===== config.mk =====
export PLATFORM = sky130hd
export DESIGN_NAME = ctrl_mem_sequencer
export DESIGN_NICKNAME = d
export VERILOG_FILES = /design/src/rtl/ctrl_mem_sequencer.sv
export SDC_FILE = /design/constraint.sdc
export NUM_CORES = 1
export LEC_CHECK = 0
export CORE_AREA = 8 8 112 114
export DETAILED_ROUTE_END_ITERATION = 16
export DIE_AREA = 0 0 120 122
export GPL_TIMING_DRIVEN = 0
export PLACE_DENSITY = 0.83
export SETUP_SLACK_MARGIN = 0.5
export SYNTH_ARGS = -nofsm -noshare
export SYNTH_HDL_FRONTEND = slang
export SYNTH_SLANG_ARGS = --single-unit

===== constraint.sdc =====
create_clock -name clk -period 2.1 [get_ports clk]
set_clock_uncertainty 0.15 [all_clocks]
set_input_delay 0.42 -clock clk [delete_from_list [all_inputs] [get_ports clk]]
set_output_delay 0.42 -clock clk [all_outputs]
set_load 0.05 [all_outputs]

===== src/rtl/ctrl_mem_sequencer.sv =====
// Control-memory front end for one CGRA tile: loads config words into the
// register file, then steps the read address through the active contexts.
module ctrl_mem_sequencer #(
  parameter int unsigned NUM_CTRL = 4,
  parameter int unsigned ADDR_W   = 2,
  parameter int unsigned CFG_W    = 49,
  parameter int unsigned ITER_W   = 16
) (
  input  logic                clk,
  input  logic                reset,
  input  logic [CFG_W-1:0]    cfg_recv_msg,
  input  logic                cfg_recv_val,
  output logic                cfg_recv_rdy,
  input  logic                start,
  input  logic [ADDR_W:0]     num_ctx,
  input  logic [ITER_W-1:0]   iter_limit,
  output logic                rf_wen,
  output logic [ADDR_W-1:0]   rf_waddr,
  output logic [CFG_W-1:0]    rf_wdata,
  output logic [ADDR_W-1:0]   rf_raddr,
  input  logic [CFG_W-1:0]    rf_rdata,
  output logic [CFG_W-1:0]    cfg_out,
  output logic                cfg_out_val,
  input  logic                cfg_out_rdy,
  output logic                busy,
  output logic                done,
  output logic [ITER_W-1:0]   iter_count
);

  typedef enum logic [1:0] {IDLE, RUN, DONE} state_t;

  localparam logic [ADDR_W:0]   NUM_CTX_MAX = (ADDR_W+1)'(NUM_CTRL);
  localparam logic [ADDR_W-1:0] LAST_ADDR   = ADDR_W'(NUM_CTRL - 1);

  state_t              state;
  logic [ADDR_W-1:0]   load_ptr;
  logic [ADDR_W-1:0]   ctx_ptr;
  logic [ADDR_W:0]     num_ctx_q;
  logic [ITER_W-1:0]   iter_limit_q;

  logic                fire;
  logic                last_ctx;
  logic [ADDR_W:0]     num_ctx_clamped;
  logic [ADDR_W:0]     last_idx;
  logic [ITER_W-1:0]   iter_inc;
  logic [ADDR_W-1:0]   load_nxt;

  assign fire     = cfg_out_val & cfg_out_rdy;
  assign last_idx = num_ctx_q - 1'b1;
  assign last_ctx = ({1'b0, ctx_ptr} == last_idx);
  assign iter_inc = iter_count + 1'b1;
  assign load_nxt = (load_ptr == LAST_ADDR) ? '0 : load_ptr + 1'b1;
  assign num_ctx_clamped = ((num_ctx == '0) || (num_ctx > NUM_CTX_MAX)) ? NUM_CTX_MAX : num_ctx;

  assign rf_raddr = ctx_ptr;
  assign cfg_out  = rf_rdata;

  // Loader writes pass straight through so the register file commits them at the next edge.
  always_comb begin
    rf_wen   = 1'b0;
    rf_waddr = '0;
    rf_wdata = '0;
    if (state == IDLE && cfg_recv_val) begin
      rf_wen   = 1'b1;
      rf_waddr = load_ptr;
      rf_wdata = cfg_recv_msg;
    end
  end

  always_ff @(posedge clk or posedge reset) begin
    if (reset) begin
      state        <= IDLE;
      load_ptr     <= '0;
      ctx_ptr      <= '0;
      iter_count   <= '0;
      num_ctx_q    <= NUM_CTX_MAX;
      iter_limit_q <= '0;
      cfg_recv_rdy <= 1'b1;
      cfg_out_val  <= 1'b0;
      busy         <= 1'b0;
      done         <= 1'b0;
    end else begin
      case (state)
        IDLE: begin
          if (cfg_recv_val) load_ptr <= load_nxt;
          if (start) begin
            num_ctx_q    <= num_ctx_clamped;
            iter_limit_q <= iter_limit;
            ctx_ptr      <= '0;
            iter_count   <= '0;
            load_ptr     <= '0;
            state        <= RUN;
            cfg_recv_rdy <= 1'b0;
            cfg_out_val  <= 1'b1;
            busy         <= 1'b1;
          end
        end
        RUN: begin
          if (fire) begin
            if (last_ctx) begin
              ctx_ptr    <= '0;
              iter_count <= iter_inc;
              if (iter_limit_q != '0 && iter_inc == iter_limit_q) begin
                state       <= DONE;
                cfg_out_val <= 1'b0;
                busy        <= 1'b0;
                done        <= 1'b1;
              end
            end else begin
              ctx_ptr <= ctx_ptr + 1'b1;
            end
          end
        end
        DONE: begin
          state        <= IDLE;
          done         <= 1'b0;
          cfg_recv_rdy <= 1'b1;
        end
        default: state <= IDLE;
      endcase
    end
  end

endmodule


==> results of run 1 <==
[cell families (layout without fill, tap and decap cells)]
group | after synthesis | in the layout | share of synthesized area [%]
muxes | 2 | 2 | 0.609
adders and majority gates | 4 | 4 | 1.52
xor gates and xnor gates | 26 | 26 | 6.93
DFF | 44 | 44 | 33.6
AOI/OAI and AO/OA | 51 | 51 | 10.1
buffers and inverters | 76 | 341 | 14.9
and+or+nand+nor | 194 | 194 | 32.4
[layout by cell type (no fill, tap or decap), drive strengths merged, types with 12 or more instances in the layout]
| master | synthesis | layout |
|---|---|---|
| and2 | 51 | 51 |
| buf | 57 | 244 |
| clkbuf | 13 | 19 |
| clkdlybuf4s50 | 0 | 69 |
| dfrtp | 42 | 42 |
| nand2 | 64 | 64 |
| nor2 | 21 | 21 |
| nor4 | 12 | 12 |
| o21ai | 24 | 24 |
| xnor2 | 16 | 16 |
[worst reg2reg max path, stage by stage, from the launching register on]
cell     delay (ns)
dfrtp_2        0.38
buf_6          0.13
nand4_4        0.20
nor4_4         0.37
buf_4          0.20
a221o_1        0.23
buf_4          0.14
nor4_2         0.03
and4_1         0.22
o21ba_1        0.17
[registers in the layout (all words and copies together), names as in the netlist]
signal,cells
done,1
cfg_recv_rdy,1
iter_limit_q,16
state,2
iter_count,16
load_ptr,2
num_ctx_q,3
rf_raddr,2
busy,1
[where the power goes]
group          internal [mW]  total [mW]  switching, mW
sequential             0.954        1.12          0.164
combinational          0.805        1.73          0.923
clock                  0.269       0.556          0.287
total                   2.03        3.40           1.37
[cell type report]
type | count | share of cell area (%)
Timing Repair Buffer | 257 | 38.2
Multi-Input combinational cell | 277 | 32.9
Sequential cell | 44 | 15.9
Buffer | 70 | 8.88
Tap cell | 140 | 2.47
Clock buffer | 8 | 1.27
Inverter | 6 | 0.353
[per-layer routing]
metal / up-vias / part of all wire (%) / GRT usage, %
li1: 1820 / - / -
met1: 1888 / 36 / 20.1
met2: 239 / 55 / 36.0
met3: 41 / 6.8 / 3.89
met4: 0 / 2.4 / 5.23
met5: - / 0 / 0
[worst min-delay path by stage]
stage | cells after the start | to | from
2_1_floorplan | 2 | num_ctx_q[2]$_DFFE_PP1P_ | num_ctx_q[2]$_DFFE_PP1P_
3_3_place_gp | 2 | num_ctx_q[2]$_DFFE_PP1P_ | num_ctx_q[2]$_DFFE_PP1P_
4_1_cts | 3 | iter_count[8]$_DFFE_PP0P_ | reset
5_1_grt | 3 | num_ctx_q[1]$_DFFE_PP0P_ | num_ctx[1]
3_5_place_dp | 1 | done$_DFFE_PP0P_ | done$_DFFE_PP0P_
6_report | 3 | num_ctx_q[1]$_DFFE_PP0P_ | num_ctx[1]
[what timing repair did]
action,in CTS,in global routing
setup buffers,35,19
pin swaps,8,47
setup endpoints to repair,166,98
cloned,3,4
resized for setup,635,127
[metrics by stage]
step	utilization (%)	power, mW	TNS [ns]	cell area (um2)
CTS	60.0	3.09	-6.90	6420
global route	66.3	3.54	-12.98	7090
detailed placement	53.6	2.36	-65.60	5730
floorplan	-	1.90	-0.235	3580
global placement	53.4	2.33	-83.46	5710
finish	66.3	3.40	-8.43	7090
==> run metrics, run 1 <==
clk sinks 44; total gr overflow 0; critical path class reg2reg; share of final-layout standard cells stronger than drive strength 1 64.2%; latest clock arrival within the worst-skew pair 0.31 ns; arrival time of data at the critical path endpoint 2.37 ns; Worst Setup End Kind flip-flop; wire length of the first global-routing pass 21,800 um; Crit path buffers/inverters 3; final count of hold timing violations 0; initial core utilization 30.7%; worst reg2reg startpoint iter_count[6]$_DFFE_PP0P_; Max Transition Viols Final 0; cells taking the most area after synthesis dfrtp_1 (32%), buf_4 (12%), and2_1 (9.7%); run status finished with violations; most common library cells after synthesis nand2_1 (64), buf_4 (53), and2_1 (51); setup ws final -0.224 ns; failing checks negative setup slack; routed length per instance 20.3 um; maximum number of pins on one net before global-route repair 45; via count of the first global-routing pass 3,815; count of max-cap constraint violations 0; worst setup path startpoint iter_count[6]$_DFFE_PP0P_; worst reg2reg path endpoint done$_DFFE_PP0P_; classification of the worst-slack hold path in2reg; number of diodes added for antenna fixing 0; peak per-stage delay on the critical path 0.38 ns; die width 120 um; max frequency 430 MHz; # hold bufs at CTS 0; worst slack at placement -1.08 ns; critical path's most frequent cell buf_4; capturing element of the worst setup path done$_DFFE_PP0P_; pwr/cell area 480 nW/um2; Pre-Repair DR Iteration Count 5; most frequent cell after synthesis nand2_1; cts bufs inserted 5; total area of multi-input combinational cells 2340 um2; I/O pin count 245; synthesis-to-finish area growth 116%; detailed-route via count 3,988; H-tree level count 2; number of I/O port buffers 195; Final Hold Slack 0.285 ns; Synth Cell Area 3290 um2; Pleak 3.32 nW; largest vdd supply drop 0.388 mV; Residual DRC 0; post-layout net count 787; relative slew slack 69.0%; average cell area after synthesis 8.28 um2; total number of yosys warnings 0; count of cells along the worst register-to-register path 9; routability-driven placement congestion ratio 0.863; top cell type's share of synthesized area 32.0%; Max clock buf depth 2; final worst path period need 2.32 ns; cell count along the critical path 9; filler cell count in the final layout 745; clk slew on worst S/H paths 0.09 ns; Reg area 1130 um2; final-report setup violation count 61; detail-routed via count per cell 4.97; data required time of the critical path 2.15 ns; reg-to-reg setup timing slack -0.22 ns; critical path's top delay family simple AND/OR/NAND/NOR gates; buffer cell driving the clock tree root clkbuf_8; critical-path maximum fanout 8; cells after synthesis 397; worst slew pin tran 0.462 ns; startpoint kind of the worst setup timing path flip-flop; iteration-0 DRC count of the detailed router 243; cell-by-cell listing of the critical path buf_6, nand4_4, nor4_4, buf_4, a221o_1, buf_4, nor4_2, and4_1, o21ba_1; antenna violations before repair 0; unrepaired setup endpoints after global routing yes; sequential share of the synthesized area 33.6%; detailed-route wire length 16,300 um; Detailed Place HPWL 10,800 um; slowest library cell on the worst path dfrtp_2; Post-synth EDFFs 0; number of nets with antenna violations after routing 0; total nets after synthesis 523; Cell Rows 38; vertical die dimension 122 um; CTS tree built; non-filler cells in the finished layout 802; area inside the core boundary 10,700 um2; global-route usage over all layers 18.6%; Cell Count Post-Placement 733; most instantiated flip-flop cell in the synthesis netlist dfrtp_1; full die area 14,600 um2; share of the cycle needed by the critical path after routing 111%; biggest area consumer among synthesized cells dfrtp_1; fraction of registers with async set/reset 100%; number of distinct library cell variants in the gate-level netlist after synthesis 51; number of register bits inferred by synthesis 44
No activity file was read; power rests on OpenSTA's default activity.
==> run 2, diff against run 1 <==
--- a/config.mk
+++ b/config.mk
@@ -10,6 +10,7 @@
 export DIE_AREA = 0 0 120 122
 export GPL_TIMING_DRIVEN = 0
 export PLACE_DENSITY = 0.83
+export REMOVE_ABC_BUFFERS = 1
 export SETUP_SLACK_MARGIN = 0.5
 export SYNTH_ARGS = -nofsm -noshare
 export SYNTH_HDL_FRONTEND = slang
==> run 2 against run 1 <==
Net effect:
- the run still ends with negative setup slack left
- register-to-register slack got worse by 0.28 ns
- combinational power down 14%
- hold slack better by 0.071 ns
- largest power group unchanged
- sequential cell count stayed put
- fmax down 11%
- final cell count decreased by 11%
- sequential power is essentially flat
- highest routed layer is now met5
==> run metrics, run 2 (synthesized netlist as in run 1, its figures left out) <==
number of nets with antenna violations after routing 0 (unchanged); max frequency 383 MHz (was 430 MHz); pwr/cell area 507 nW/um2 (was 480 nW/um2); leading cell type in the layout, fill and taps excluded clkdlybuf4s50_1 (was buf_4); Detailed Place HPWL 11,200 um (was 10,800 um); global-route usage over all layers 23.5% (was 18.6%); Max clock buf depth 2 (unchanged); reg-to-reg setup timing slack -0.51 ns (was -0.22 ns); largest vdd supply drop 0.363 mV (was 0.388 mV); unrepaired setup endpoints after global routing yes (unchanged); worst reg2reg path endpoint state[0]$_DFFE_PP0P_ (was done$_DFFE_PP0P_); Cell Rows 38 (unchanged); maximum number of pins on one net before global-route repair 45 (unchanged); data required time of the critical path 2.12 ns (was 2.15 ns); worst reg2reg startpoint iter_count[8]$_DFFE_PP0P_ (was iter_count[6]$_DFFE_PP0P_); worst hold start num_ctx_q[2]$_DFFE_PP1P_ (was num_ctx[1]); wire length of the first global-routing pass 26,000 um (was 21,800 um); leading registers by flop count iter_count x16, iter_limit_q x16, num_ctx_q x3 (unchanged); clk sinks 44 (unchanged); classification of the worst-slack hold path reg2reg (was in2reg); number of I/O port buffers 146 (was 195); Pre-Repair DR Iteration Count 7 (was 5); initial core utilization 30.7% (unchanged); cts bufs inserted 5 (unchanged); final worst path period need 2.61 ns (was 2.32 ns); worst slew pin tran 0.784 ns (was 0.462 ns); cell count along the critical path 8 (was 9); critical path's top delay family compound AO/OA/AOI/OAI gates (was simple AND/OR/NAND/NOR gates); startpoint kind of the worst setup timing path flip-flop (unchanged); failing checks negative setup slack (unchanged); final-report setup violation count 66 (was 61); share of the cycle needed by the critical path after routing 124% (was 111%); Residual DRC 0 (unchanged); share of final-layout standard cells stronger than drive strength 1 56.6% (was 64.2%); Worst Setup End Kind flip-flop (unchanged); I/O pin count 245 (unchanged); routed length per instance 29.2 um (was 20.3 um); full die area 14,600 um2 (unchanged); post-layout net count 694 (was 787); Max Transition Viols Final 0 (unchanged); relative slew slack 47.7% (was 69.0%); die width 120 um (unchanged); final std cell area, no fill 6460 um2 (was 7090 um2); detailed-route via count 4,173 (was 3,988); PnR Total Power 3.27 mW (was 3.40 mW); arrival time of data at the critical path endpoint 2.63 ns (was 2.37 ns); critical path class reg2reg (unchanged); setup ws final -0.508 ns (was -0.224 ns); count of cells along the worst register-to-register path 8 (was 9); CTS tree built (unchanged); peak per-stage delay on the critical path 0.48 ns (was 0.38 ns); iteration-0 DRC count of the detailed router 521 (was 243); latest clock arrival within the worst-skew pair 0.31 ns (about the same); cell-by-cell listing of the critical path buf_4, xnor2_1, a21boi_0, o32ai_1, nor4_2, buf_4, and4_1, a31oi_1 (was buf_6, nand4_4, nor4_4, buf_4, a221o_1, buf_4, nor4_2, and4_1, o21ba_1); via count of the first global-routing pass 3,849 (was 3,815); count of max-cap constraint violations 0 (unchanged); capture endpoint of the worst hold path num_ctx_q[2]$_DFFE_PP1P_ (was num_ctx_q[1]$_DFFE_PP0P_); Crit path buffers/inverters 2 (was 3); vertical die dimension 122 um (unchanged); most used cells in the layout excluding fill and tap cells clkdlybuf4s50_1 (70), buf_8 (57), and2_4 (51), buf_4 (48), nand2_1 (44) (was buf_4 (140), clkdlybuf4s50_1 (69), buf_8 (62), and2_4 (51), nand2_1 (42)); filler cell count in the final layout 766 (was 745); area inside the core boundary 10,700 um2 (unchanged); Pleak 2.86 nW (was 3.32 nW); detailed-route wire length 20,700 um (was 16,300 um); clk slew on worst S/H paths 0.10 ns (was 0.09 ns); total cell area at the placement stage 4490 um2 (was 5730 um2); critical-path maximum fanout 7 (was 8); slowest library cell on the worst path dfrtp_2 (unchanged); antenna violations before repair 1 (was 0); buffer cell driving the clock tree root clkbuf_8 (unchanged); Hold Path Depth 2 (was 3); total gr overflow 0 (unchanged); final count of hold timing violations 0 (unchanged); routability-driven placement congestion ratio 0.923 (was 0.863); H-tree level count 2 (unchanged); run status finished with violations (unchanged); detail-routed via count per cell 5.88 (was 4.97); critical path's most frequent cell buf_4 (unchanged); synthesis-to-finish area growth 96.4% (was 116%)
==> run 2: changes by cell type in the layout (fill, tap and decap cells not counted), moves of 4 or more <==
cell,delta
buf_6,+5
buf_12,+5
nor2_1,+5
buf_16,+4
nor2_2,-4
buf_8,-5
buf_4,-92
buf_2,-6
==> run 2: routing by layer <==
metal  up-vias  wire, um  global-route usage [%]
met5         -       159                    8.88
met4         6      1040                    6.09
met3       131      2720                    11.7
met2       430      9540                    37.1
met1      1975      7250                    27.3
li1       1631         -                       -
==> run 2: cell type report <==
| cell class | count | area, um2 | area share, % |
|---|---|---|---|
| diodes | 1 | 2.50 | 0.0388 |
| clock buffers | 6 | 72.6 | 1.12 |
| clock inverters | 2 | 35.0 | 0.543 |
| inverters | 6 | 26.3 | 0.407 |
| multi-input cells | 281 | 2320 | 36.0 |
| flip-flops and latches | 44 | 1130 | 17.4 |
| well taps | 140 | 175 | 2.71 |
| repair buffers | 230 | 2700 | 41.7 |
==> run 2: worst max-delay path by stage <==
stage	start	endpoint	slack, ns
global route	iter_count[8]$_DFFE_PP0P_	state[0]$_DFFE_PP0P_	-0.55
finish	iter_count[8]$_DFFE_PP0P_	state[0]$_DFFE_PP0P_	-0.51
global placement	cfg_recv_val	rf_wen	-3.38
floorplan	state[0]$_DFFE_PP0P_	rf_waddr[0]	-2.59
detailed placement	start	iter_count[1]$_DFFE_PP0P_	-1.39
CTS	state[1]$_DFFE_PP0P_	rf_wdata[41]	-0.14
==> run 2: through the flow <==
stage                     setup TNS (ns)  hold WS [ns]  worst slack (ns)  std cells  util, %
after detailed placement          -98.17         0.333             -1.39        615     41.9
after CTS                          -5.93         0.356            -0.144        687     55.8
after global placement           -222.98         0.327             -3.38        613     41.7
after floorplan                  -143.87         0.317             -2.59        327        -
final                             -13.13         0.356            -0.508        710     60.4
after global routing              -15.34         0.374            -0.551        710     60.4
==> run 2: where the power goes <==
group          leakage, nW  switching [mW]  internal (mW)  total [mW]
Clock               0.0552           0.324          0.354       0.678
Combinational         2.26           0.765          0.712        1.48
Sequential           0.538           0.173          0.947        1.12
==> run 2: worst reg2reg max path, stage by stage (launching register included) <==
cell and delay (ns):
dfrtp_2 0.48, buf_4 0.17, xnor2_1 0.25, a21boi_0 0.38, o32ai_1 0.21, nor4_2 0.30, buf_4 0.20, and4_1 0.21
a31oi_1 0.14
==> run 2: repair_timing <==
item                                    4_1_cts  5_1_grt
resized for setup                           710       83
pin swaps                                    48       53
hold buffers                                  0        0
endpoints found under the setup margin      117      113
buffers inserted                             55       19
cloned                                        9        3
==> run 3, diff against run 2 <==
--- a/config.mk
+++ b/config.mk
@@ -5,11 +5,13 @@
 export SDC_FILE = /design/constraint.sdc
 export NUM_CORES = 1
 export LEC_CHECK = 0
-export CORE_AREA = 8 8 112 114
+export CELL_PAD_IN_SITES_DETAIL_PLACEMENT = 1
+export CELL_PAD_IN_SITES_GLOBAL_PLACEMENT = 2
+export CORE_AREA = 8 8 153 155
 export DETAILED_ROUTE_END_ITERATION = 16
-export DIE_AREA = 0 0 120 122
+export DIE_AREA = 0 0 161 163
 export GPL_TIMING_DRIVEN = 0
-export PLACE_DENSITY = 0.83
+export PLACE_DENSITY_LB_ADDON = 0.12
 export REMOVE_ABC_BUFFERS = 1
 export SETUP_SLACK_MARGIN = 0.5
 export SYNTH_ARGS = -nofsm -noshare
==> run 3 against run 2 <==
Net effect:
- the flow still finishes with violations (negative setup slack)
- setup slack improved by 0.29 ns
- clock power increased by 34%
- critical path depth decreased by 1
- sequential cell count unchanged
- combinational power decreased by 10%
- die area increased by 79%
- critical path type is now reg2out
- critical endpoint is now rf_wdata[10]
- largest cell class unchanged
- highest routed layer unchanged
==> run metrics, run 3 (synthesized netlist as in run 1, its figures left out) <==
critical path's top delay family buffers and inverters (was compound AO/OA/AOI/OAI gates); critical-path maximum fanout 8 (was 7); Final Hold Slack 0.216 ns (was 0.356 ns); iteration-0 DRC count of the detailed router 122 (was 521); die width 161 um (was 120 um); worst slew pin tran 0.425 ns (was 0.784 ns); Max Transition Viols Final 0 (unchanged); max frequency 432 MHz (was 383 MHz); largest vdd supply drop 0.268 mV (was 0.363 mV); clk slew on worst S/H paths 0.06 ns (was 0.10 ns); Cell Rows 53 (was 38); classification of the worst-slack hold path in2async (was reg2reg); clk sinks 44 (unchanged); share of final-layout standard cells stronger than drive strength 1 58.4% (was 56.6%); maximum number of pins on one net before global-route repair 37 (was 45); pwr/cell area 482 nW/um2 (was 507 nW/um2); final-report setup violation count 58 (was 66); H-tree level count 2 (unchanged); final core utilization 33.4% (was 60.4%); Detailed Place HPWL 13,300 um (was 11,200 um); slowest library cell on the worst path dfrtp_2 (unchanged); run status finished with violations (unchanged); data required time of the critical path 1.53 ns (was 2.12 ns); startpoint kind of the worst setup timing path flip-flop (unchanged); Residual DRC 0 (unchanged); share of the cycle needed by the critical path after routing 110% (was 124%); # hold bufs at CTS 0 (unchanged); number of diodes added for antenna fixing 0 (was 1); critical path class reg2out (was reg2reg); count of max-cap constraint violations 0 (unchanged); CTS tree built (unchanged); Net Sw Power 1.17 mW (was 1.26 mW); cts bufs inserted 5 (unchanged); share of power burned in registers 33.2% (was 34.2%); leading registers by flop count iter_count x16, iter_limit_q x16, num_ctx_q x3 (unchanged); Crit path buffers/inverters 5 (was 2); synthesis-to-finish area growth 112% (was 96.4%); wire length of the first global-routing pass 28,200 um (was 26,000 um); final count of hold timing violations 0 (unchanged); post-layout net count 716 (was 694); Pre-Repair DR Iteration Count 4 (was 7); total gr overflow 0 (unchanged); WL met3 1650 um (was 2720 um); setup ws final -0.214 ns (was -0.508 ns); Pleak 3.03 nW (was 2.86 nW); cell-by-cell listing of the critical path nor3b_4, buf_4, buf_6, buf_12, buf_8, and2_4, buf_8 (was buf_4, xnor2_1, a21boi_0, o32ai_1, nor4_2, buf_4, and4_1, a31oi_1); antenna violations before repair 0 (was 1); power share of the clock group 27.0% (was 20.7%); critical path's most frequent cell buf_8 (was buf_4); Worst Setup End Kind primary output (was flip-flop); arrival time of data at the critical path endpoint 1.74 ns (was 2.63 ns); Int Power 2.18 mW (was 2.01 mW); routed length per instance 22.8 um (was 29.2 um); leading cell type in the layout, fill and taps excluded clkdlybuf4s50_1 (unchanged); failing checks negative setup slack (unchanged); number of I/O port buffers 146 (unchanged); global-route usage over all layers 14.4% (was 23.5%); highest routed layer met5 (unchanged); full die area 26,200 um2 (was 14,600 um2); unrepaired setup endpoints after global routing yes (unchanged); Max clock buf depth 2 (unchanged); met1 WL 8020 um (was 7250 um); detail-routed via count per cell 4.17 (was 5.88); initial core utilization 15.8% (was 30.7%); detailed-route via count 3,608 (was 4,173); vertical die dimension 163 um (was 122 um); final worst path period need 2.31 ns (was 2.61 ns); area inside the core boundary 20,800 um2 (was 10,700 um2); I/O pin count 245 (unchanged); number of nets with antenna violations after routing 0 (unchanged); most used cells in the layout excluding fill and tap cells clkdlybuf4s50_1 (70), buf_4 (66), buf_8 (51), and2_4 (50), nand2_1 (44) (was clkdlybuf4s50_1 (70), buf_8 (57), and2_4 (51), buf_4 (48), nand2_1 (44)); detailed-route wire length 19,700 um (was 20,700 um); wire length on met2 9710 um (was 9540 um); switching part of the total power 35.0% (was 38.5%); relative slew slack 71.6% (was 47.7%); routability-driven placement congestion ratio 0.720 (was 0.923); combinational power share 39.8% (was 45.1%); via count of the first global-routing pass 3,921 (was 3,849); buffer cell driving the clock tree root clkbuf_16 (was clkbuf_8); latest clock arrival within the worst-skew pair 0.29 ns (was 0.31 ns); sum of negative setup slack -8.46 ns (was -13.13 ns); peak per-stage delay on the critical path 0.43 ns (was 0.48 ns)
-- run 3: cell count changes in the layout (fill, tap and decap cells not counted), moves of 4 or more --
cell,delta
nand2_2,+6
clkbuf_16,+4
buf_4,+18
clkbuf_8,-5
buf_12,+10
buf_8,-6
nand2_4,-6
-- run 3: path summary, 6_finish.rpt --
check | start | cells past startpoint | slack [ns] | to
min reg2reg | num_ctx_q[2]$_DFFE_PP1P_ | 2 | 0.34 | num_ctx_q[2]$_DFFE_PP1P_
min | reset | 2 | 0.22 | done$_DFFE_PP0P_
max in group asynchronous | reset | 3 | 1.09 | iter_count[2]$_DFFE_PP0P_
max reg2reg | iter_count[4]$_DFFE_PP0P_ | 7 | -0.21 | done$_DFFE_PP0P_
max | state[0]$_DFFE_PP0P_ | 7 | -0.21 | rf_wdata[10]
min in group clk | num_ctx_q[2]$_DFFE_PP1P_ | 2 | 0.34 | num_ctx_q[2]$_DFFE_PP1P_
-- run 3: area by class of cell --
type | count | area [um2]
multi-input combinational | 281 | 2320
tap | 275 | 344
clock buffer | 6 | 129
inverter | 6 | 22.5
fill | 2318 | 13900
clock inverter | 2 | 35.0
timing repair buffer | 252 | 2980
sequential | 44 | 1130
-- run 3: stage by stage --
| step | total power [mW] | setup WS [ns] | instances | instance area (um2) |
|---|---|---|---|---|
| 3_5_place_dp | 1.97 | -1.26 | 754 | 4740 |
| 6_report | 3.35 | -0.214 | 866 | 6960 |
| 5_1_grt | 3.53 | -0.297 | 866 | 6960 |
| 3_3_place_gp | 1.93 | -4.15 | 748 | 4630 |
| 4_1_cts | 3.31 | -0.209 | 842 | 6520 |
| 2_1_floorplan | 1.57 | -2.59 | 327 | 2820 |
-- run 3: power groups by stage --
stage	clock network, mW	logic [mW]	registers, mW
after CTS	0.948	1.26	1.10
final	0.907	1.33	1.11
after global routing	0.977	1.43	1.13
after floorplan	0	0.351	1.22
after detailed placement	0	0.865	1.11
after global placement	0	0.830	1.10
-- run 3: repair_timing --
action                                  in CTS  in global routing
endpoints found under the setup margin     117                106
pin swaps                                   76                 31
setup buffers                               68                 23
cloned                                      12                  1
resized for setup                          732                 65
hold endpoints to repair                     0                  0
-- run 3: routing by layer --
metal	up-vias	track usage, %
met5	-	4.16
li1	1680	-
met1	1760	16.6
met4	4	3.16
met2	148	23.9
met3	16	6.27
